==> config.mk <==
export PLATFORM = sky130hd
export DESIGN_NAME = axi_write_arbiter
export DESIGN_NICKNAME = d
export VERILOG_FILES = /design/src/rtl/axi_transaction_pkg.sv /design/src/rtl/axi_resp_order_fifo.sv /design/src/rtl/axi_write_arbiter.sv
export SDC_FILE = /design/constraint.sdc
export NUM_CORES = 1
export LEC_CHECK = 0
export BUFFER_PORTS_ARGS = -buffer_cell sky130_fd_sc_hd__buf_2
export CAP_MARGIN = 20
export CORE_MARGIN = 8
export CORE_UTILIZATION = 30
export CTS_CLUSTER_DIAMETER = 100
export DETAILED_ROUTE_END_ITERATION = 16
export GPL_TIMING_DRIVEN = 0
export PLACE_DENSITY = 0.78
export REMOVE_ABC_BUFFERS = 1
export SETUP_SLACK_MARGIN = 0.02
export SYNTH_ARGS = -nofsm -noshare
export SYNTH_HDL_FRONTEND = slang
export SYNTH_SLANG_ARGS = --single-unit
==> constraint.sdc <==
create_clock -name clk -period 2.3 [get_ports clk]
set_input_delay 0.46 -clock clk [delete_from_list [all_inputs] [get_ports clk]]
set_output_delay 0.46 -clock clk [all_outputs]
set_load 0.02 [all_outputs]
==> src/rtl/axi_transaction_pkg.sv <==
`default_nettype none
// ============================================================================
// Package : axi_transaction
// Purpose : Shared AXI write-channel payload types and master count.
// Rev     : 1.0  initial release
// ============================================================================
package axi_transaction;

    typedef logic [31:0] addr_t;
    typedef logic [31:0] data_t;

    localparam int n_masters = 2;

endpackage
`default_nettype wire

==> src/rtl/axi_resp_order_fifo.sv <==
`default_nettype none
// ============================================================================
// Module  : axi_resp_order_fifo
// Purpose : In-order FIFO of granted master indices used to route B responses.
// Rev     : 1.0  initial release
// ============================================================================
module axi_resp_order_fifo #(
    parameter  int DEPTH = 4,
    localparam int PW    = $clog2(DEPTH),
    localparam int CW    = $clog2(DEPTH + 1)
) (
    input  logic          clk,
    input  logic          rst,
    input  logic          push,
    input  logic          push_data,
    input  logic          pop,
    output logic          full,
    output logic          empty,
    output logic [CW-1:0] count,
    output logic          head
);

    logic [DEPTH-1:0] r_mem;
    logic [PW-1:0]    r_wr_ptr;
    logic [PW-1:0]    r_rd_ptr;
    logic [CW-1:0]    r_count;
    logic             w_push_ok;
    logic             w_pop_ok;

    assign full      = (r_count == CW'(DEPTH));
    assign empty     = (r_count == '0);
    assign count     = r_count;
    assign head      = r_mem[r_rd_ptr];
    assign w_push_ok = push & ~full;
    assign w_pop_ok  = pop & ~empty;

    always_ff @(posedge clk) begin
        if (w_push_ok) begin
            r_mem[r_wr_ptr] <= push_data;
        end
    end

    always_ff @(posedge clk) begin
        if (rst) begin
            r_wr_ptr <= '0;
            r_rd_ptr <= '0;
            r_count  <= '0;
        end else begin
            if (w_push_ok) begin
                r_wr_ptr <= r_wr_ptr + PW'(1);
            end
            if (w_pop_ok) begin
                r_rd_ptr <= r_rd_ptr + PW'(1);
            end
            // Simultaneous push and pop leaves the occupancy unchanged.
            if (w_push_ok && !w_pop_ok) begin
                r_count <= r_count + CW'(1);
            end else if (w_pop_ok && !w_push_ok) begin
                r_count <= r_count - CW'(1);
            end
        end
    end

endmodule
`default_nettype wire

==> src/rtl/axi_write_arbiter.sv <==
`default_nettype none
// ============================================================================
// Module  : axi_write_arbiter
// Purpose : Round-robin two-master AW/W arbiter with in-order B routing.
// Rev     : 1.0  initial release
// ============================================================================
module axi_write_arbiter
    import axi_transaction::*;
#(
    parameter int B_DEPTH = 4
) (
    input  logic                    clk,
    input  logic                    rst,
    input  addr_t [n_masters-1:0]   m_awaddr,
    input  logic  [n_masters-1:0]   m_awvalid,
    output logic  [n_masters-1:0]   m_awready,
    input  data_t [n_masters-1:0]   m_wdata,
    input  logic  [n_masters-1:0]   m_wvalid,
    output logic  [n_masters-1:0]   m_wready,
    output logic  [n_masters-1:0]   m_bvalid,
    input  logic  [n_masters-1:0]   m_bready,
    output addr_t                   s_awaddr,
    output logic                    s_awvalid,
    input  logic                    s_awready,
    output data_t                   s_wdata,
    output logic                    s_wvalid,
    input  logic                    s_wready,
    input  logic                    s_bvalid,
    output logic                    s_bready,
    output logic                    b_unexpected
);

    localparam int CW = $clog2(B_DEPTH + 1);

    localparam logic [0:0] c_IDLE = 1'b0;
    localparam logic [0:0] c_BUSY = 1'b1;

    logic [0:0]           r_state;
    logic                 r_grant;
    logic                 r_rr_next;
    logic                 r_aw_done;
    logic                 r_w_done;
    logic                 r_b_unexpected;

    logic [n_masters-1:0] w_req;
    logic                 w_busy;
    logic                 w_grant_sel;
    logic                 w_aw_fin;
    logic                 w_w_fin;
    logic                 w_complete;
    logic                 w_pop;
    logic                 w_full;
    logic                 w_empty;
    logic [CW-1:0]        w_count;
    logic                 w_head;

    assign w_req       = m_awvalid | m_wvalid;
    assign w_busy      = (r_state == c_BUSY);
    assign w_grant_sel = (&w_req) ? r_rr_next : w_req[1];

    always_comb begin
        m_awready = '0;
        m_wready  = '0;
        m_bvalid  = '0;
        s_awvalid = 1'b0;
        s_wvalid  = 1'b0;
        s_bready  = 1'b0;
        s_awaddr  = m_awaddr[r_grant];
        s_wdata   = m_wdata[r_grant];
        if (w_busy) begin
            s_awvalid          = m_awvalid[r_grant] & ~r_aw_done;
            s_wvalid           = m_wvalid[r_grant] & ~r_w_done;
            m_awready[r_grant] = s_awready & ~r_aw_done;
            m_wready[r_grant]  = s_wready & ~r_w_done;
        end
        if (w_count != '0) begin
            m_bvalid[w_head] = s_bvalid;
            s_bready         = m_bready[w_head];
        end
    end

    // A channel counts as done if it finished earlier or handshakes this cycle.
    assign w_aw_fin   = r_aw_done | (s_awvalid & s_awready);
    assign w_w_fin    = r_w_done | (s_wvalid & s_wready);
    assign w_complete = w_busy & w_aw_fin & w_w_fin;
    assign w_pop      = s_bvalid & s_bready;

    axi_resp_order_fifo #(
        .DEPTH (B_DEPTH)
    ) u_resp_fifo (
        .clk       (clk),
        .rst       (rst),
        .push      (w_complete),
        .push_data (r_grant),
        .pop       (w_pop),
        .full      (w_full),
        .empty     (w_empty),
        .count     (w_count),
        .head      (w_head)
    );

    always_ff @(posedge clk) begin
        if (rst) begin
            r_state        <= c_IDLE;
            r_grant        <= 1'b0;
            r_rr_next      <= 1'b0;
            r_aw_done      <= 1'b0;
            r_w_done       <= 1'b0;
            r_b_unexpected <= 1'b0;
        end else begin
            if (w_empty && s_bvalid) begin
                r_b_unexpected <= 1'b1;
            end
            case (r_state)
                c_IDLE: begin
                    if ((|w_req) && !w_full) begin
                        r_grant   <= w_grant_sel;
                        r_aw_done <= 1'b0;
                        r_w_done  <= 1'b0;
                        r_state   <= c_BUSY;
                    end
                end
                c_BUSY: begin
                    if (w_complete) begin
                        r_rr_next <= ~r_grant;
                        r_state   <= c_IDLE;
                    end else begin
                        r_aw_done <= w_aw_fin;
                        r_w_done  <= w_w_fin;
                    end
                end
                default: r_state <= c_IDLE;
            endcase
        end
    end

    assign b_unexpected = r_b_unexpected;

endmodule
`default_nettype wire

==> impl_metrics.py <==
metrics = {
    "setup_path": {
        "start_kind": "flip-flop",
        "crit_family": "multiplexers",
        "crit_top_cell": "mux2i_2",
        "arrival_ns": 2.59,
        "critPathSlowestCell": "dfxtp_4",
        "reg2reg_from": "u_resp_fifo.r_rd_ptr[1]",
        "critical_path.endpoint": "u_resp_fifo.count[2]",
        "cp_slowest_stage_delay_ns": 0.37,
        "startpoint": "u_resp_fifo.r_rd_ptr[1]",
        "worstRegToRegCells": 10,
        "crit_buf_inv": 1,
        "crit_path_end_kind": "flip-flop",
        "r2r_slack_ns": -0.11,
        "reg2reg_to": "u_resp_fifo.count[2]",
        "critPathRequiredTime_ns": 2.49,
        "worstSetupPathType": "flip-flop to flip-flop",
        "crit_fanout": 4,
        "path_cells": "mux2i_4, mux2i_2, mux2i_2, or2_4, ha_4, inv_2, fa_2, xor2_1, or3_1, a21oi_2",
        "crit_cells": 10,
    },
    "floorplan": {
        "dieWidth_um": 91.9,
        "die_y_um": 91.9,
        "die_area_mm2": 0.00844,
        "coreArea_mm2": 0.00554,
        "pin_count": 213,
        "initial_utilization": 0.312,
        "rows": 27,
    },
    "placed_design": {
        "numPortBuffers": 212,
        "gp_congestion": 0.835,
        "place_inst": 445,
        "hpwl_um": 7200,
    },
    "run_status": {
        "status": "finished with violations",
        "violations": "negative setup slack",
    },
    "global_route": {
        "use_met1": 0.192,
        "grt_use_met2": 0.356,
        "grt-busiest-layer": "met2",
        "gr-total-overflow": 0,
        "grtUsageMet3": 0.0791,
        "antenna_found_initial": 0,
        "grt_pass1_vias": 2402,
        "grt_use_total": 0.194,
        "grt_pass1_wl_um": 13100,
        "grt_max_degree": 39,
    },
    "pwr": {
        "ir_drop_uv": 255,
        "leakagePower_nw": 1.52,
        "powerDensity_mw_per_mm2": 386,
    },
    "clocking": {
        "holdBufCountCts": 0,
        "cts_made_buffers": 3,
        "h-tree-depth": 1,
        "cts_tree": "built",
        "cts_sinks": 17,
        "insertion_delay_ns": 0.25,
        "cts_root_buffer": "clkbuf_8",
        "clockBufferDepth": 2,
        "cts.clk_slew.worst_paths_ns": 0.07,
    },
    "cells_and_area": {
        "regArea_um2": 388,
        "drive_gt1_frac": 0.793,
        "final_cell_mix": "buf_2 (212), mux2_2 (65), nor2_1 (11), dfxtp_1 (11), buf_4 (7)",
        "area_growth_pct": 76.1,
        "nFillCells": 503,
        "layout.nets": 533,
        "layout_commonest_cell": "buf_2",
        "multi_input_area_mm2": 0.00134,
        "instances_no_fill": 461,
    },
    "route": {
        "drtAntennaViolNets": 0,
        "routed_wl_um": 8720,
        "vias": 2188,
        "wl_per_cell_um": 18.9,
        "via_per_inst": 4.75,
        "drc_errors": 0,
        "drtPass1Iterations": 4,
        "drtIter0Drc": 54,
    },
    "sta": {
        "finalCriticalPeriod_ns": 2.41,
        "setup_viol": 1,
        "fin_crit_sh": 1.05,
        "timing.final.ws_setup_ns": -0.107,
        "drv_slew": 0,
        "hold_viol": 0,
        "max_freq_mhz": 416,
        "holdWs_ns": 0.471,
        "max-slew-margin-rel": 0.639,
        "rsz0062_at_grt": "true",
        "finClkSkew_ns": 0.00507,
        "worstMarginPinSlew_ns": 0.541,
    },
    "synth": {
        "ys_seq_elements": 17,
        "synth-seq-area-share": 0.220,
        "ys_types": 34,
        "synth.avg_cell_area_um2": 10.2,
        "ys.flop_type": "dfxtp_1",
        "synth_area_mm2": 0.00173,
        "synth_area_leader_cell": "mux2_2",
        "synth_area_leaders": "mux2_2 (42%), dfxtp_1 (15%), edfxtp_1 (7.0%)",
        "ys_async_sr_fraction": 0,
        "synth_edf_count": 4,
        "netlist_instances": 170,
        "synth_top_area_frac": 0.424,
        "yosysWarnings": 0,
    },
    "flow_run": {
        "maxCapViolCount": 0,
    },
    "hold_path": {
        "min_path_type": "input pin to flip-flop",
    },
}
[flip-flops by register name, summed over array words and instances, names as in the netlist]
register              cells
b_unexpected              1
r_aw_done                 1
r_grant                   1
r_rr_next                 1
r_state                   1
r_w_done                  1
u_resp_fifo.count         3
u_resp_fifo.r_mem         4
u_resp_fifo.r_rd_ptr      2
u_resp_fifo.r_wr_ptr      2
[power by group]
part	switching (W)	internal (W)	total, W
Combinational	0.000326	0.000290	0.000617
Sequential	0.0000157	0.000318	0.000333
Clock	0.0000999	0.000123	0.000223
Total	0.000442	0.000731	0.00117
[area by class of cell]
cell class,count,share of cell area
Multi-Input combinational cell,140,0.440
Timing Repair Buffer,222,0.381
Sequential cell,17,0.128
Tap cell,72,0.0296
Clock buffer,4,0.0148
Inverter,4,0.00494
Antenna cell,2,0.00165
[worst min-delay path: stages]
cell     delay [ns]
buf_2          0.10
a21oi_1        0.06
nor2_1         0.07
[cells by family after synthesis]
kind of cell             share of synthesized area
XOR/XNOR                                    0.0101
adder cells (fa/ha/maj)                     0.0478
AND/OR/NAND/NOR                              0.138
multiplexers                                 0.488
AO/OA/AOI/OAI                               0.0652
flip-flops                                   0.220
buffers and inverters                       0.0312
[routing by layer]
metal	share of wire	up-vias
li1	-	1064
met1	0.35	997
met2	0.52	108
met3	0.098	19
met4	0.026	0
met5	0	-
[Yosys cell counts (3+ instances only)]
cell / number
nor2_1: 11
o21ai_0: 4
edfxtp_1: 4
or3_1: 3
dfxtp_1: 13
clkbuf_1: 6
ha_1: 5
nand2b_1: 3
inv_1: 4
mux2i_1: 8
a21oi_1: 7
mux2_2: 65
nor3b_1: 4
and2_1: 6
[worst min path at each step]
stage,start,to,slack (ns),depth (start not counted)
final,s_bvalid,b_unexpected,0.47,3
after global routing,s_bvalid,b_unexpected,0.49,3
after CTS,s_bvalid,b_unexpected,0.47,3
after detailed placement,b_unexpected,b_unexpected,0.46,2
after global placement,b_unexpected,b_unexpected,0.45,2
after floorplan,r_rr_next,r_rr_next,0.44,2
[stage by stage]
step / total power [W] / TNS (ns) / util / instance area, um2 / worst slack, ns
after global placement: 0.000920 / -97.02 / 0.512 / 2840 / -2.38
after global routing: 0.00123 / -0.191 / 0.548 / 3040 / -0.191
after detailed placement: 0.000928 / -1.85 / 0.513 / 2840 / -0.918
after floorplan: 0.000679 / -48.08 / - / 1690 / -1.72
final: 0.00117 / -0.107 / 0.549 / 3040 / -0.107
after CTS: 0.00118 / -0.0652 / 0.545 / 3020 / -0.0652
[what timing repair did]
item / CTS / global route
pin swaps: 3 / 1
endpoints found under the hold margin: 0 / 0
setup buffers: 9 / 1
resized for setup: 11 / 2
setup endpoints to repair: 10 / 1
Power figures use the tool's default switching activity.
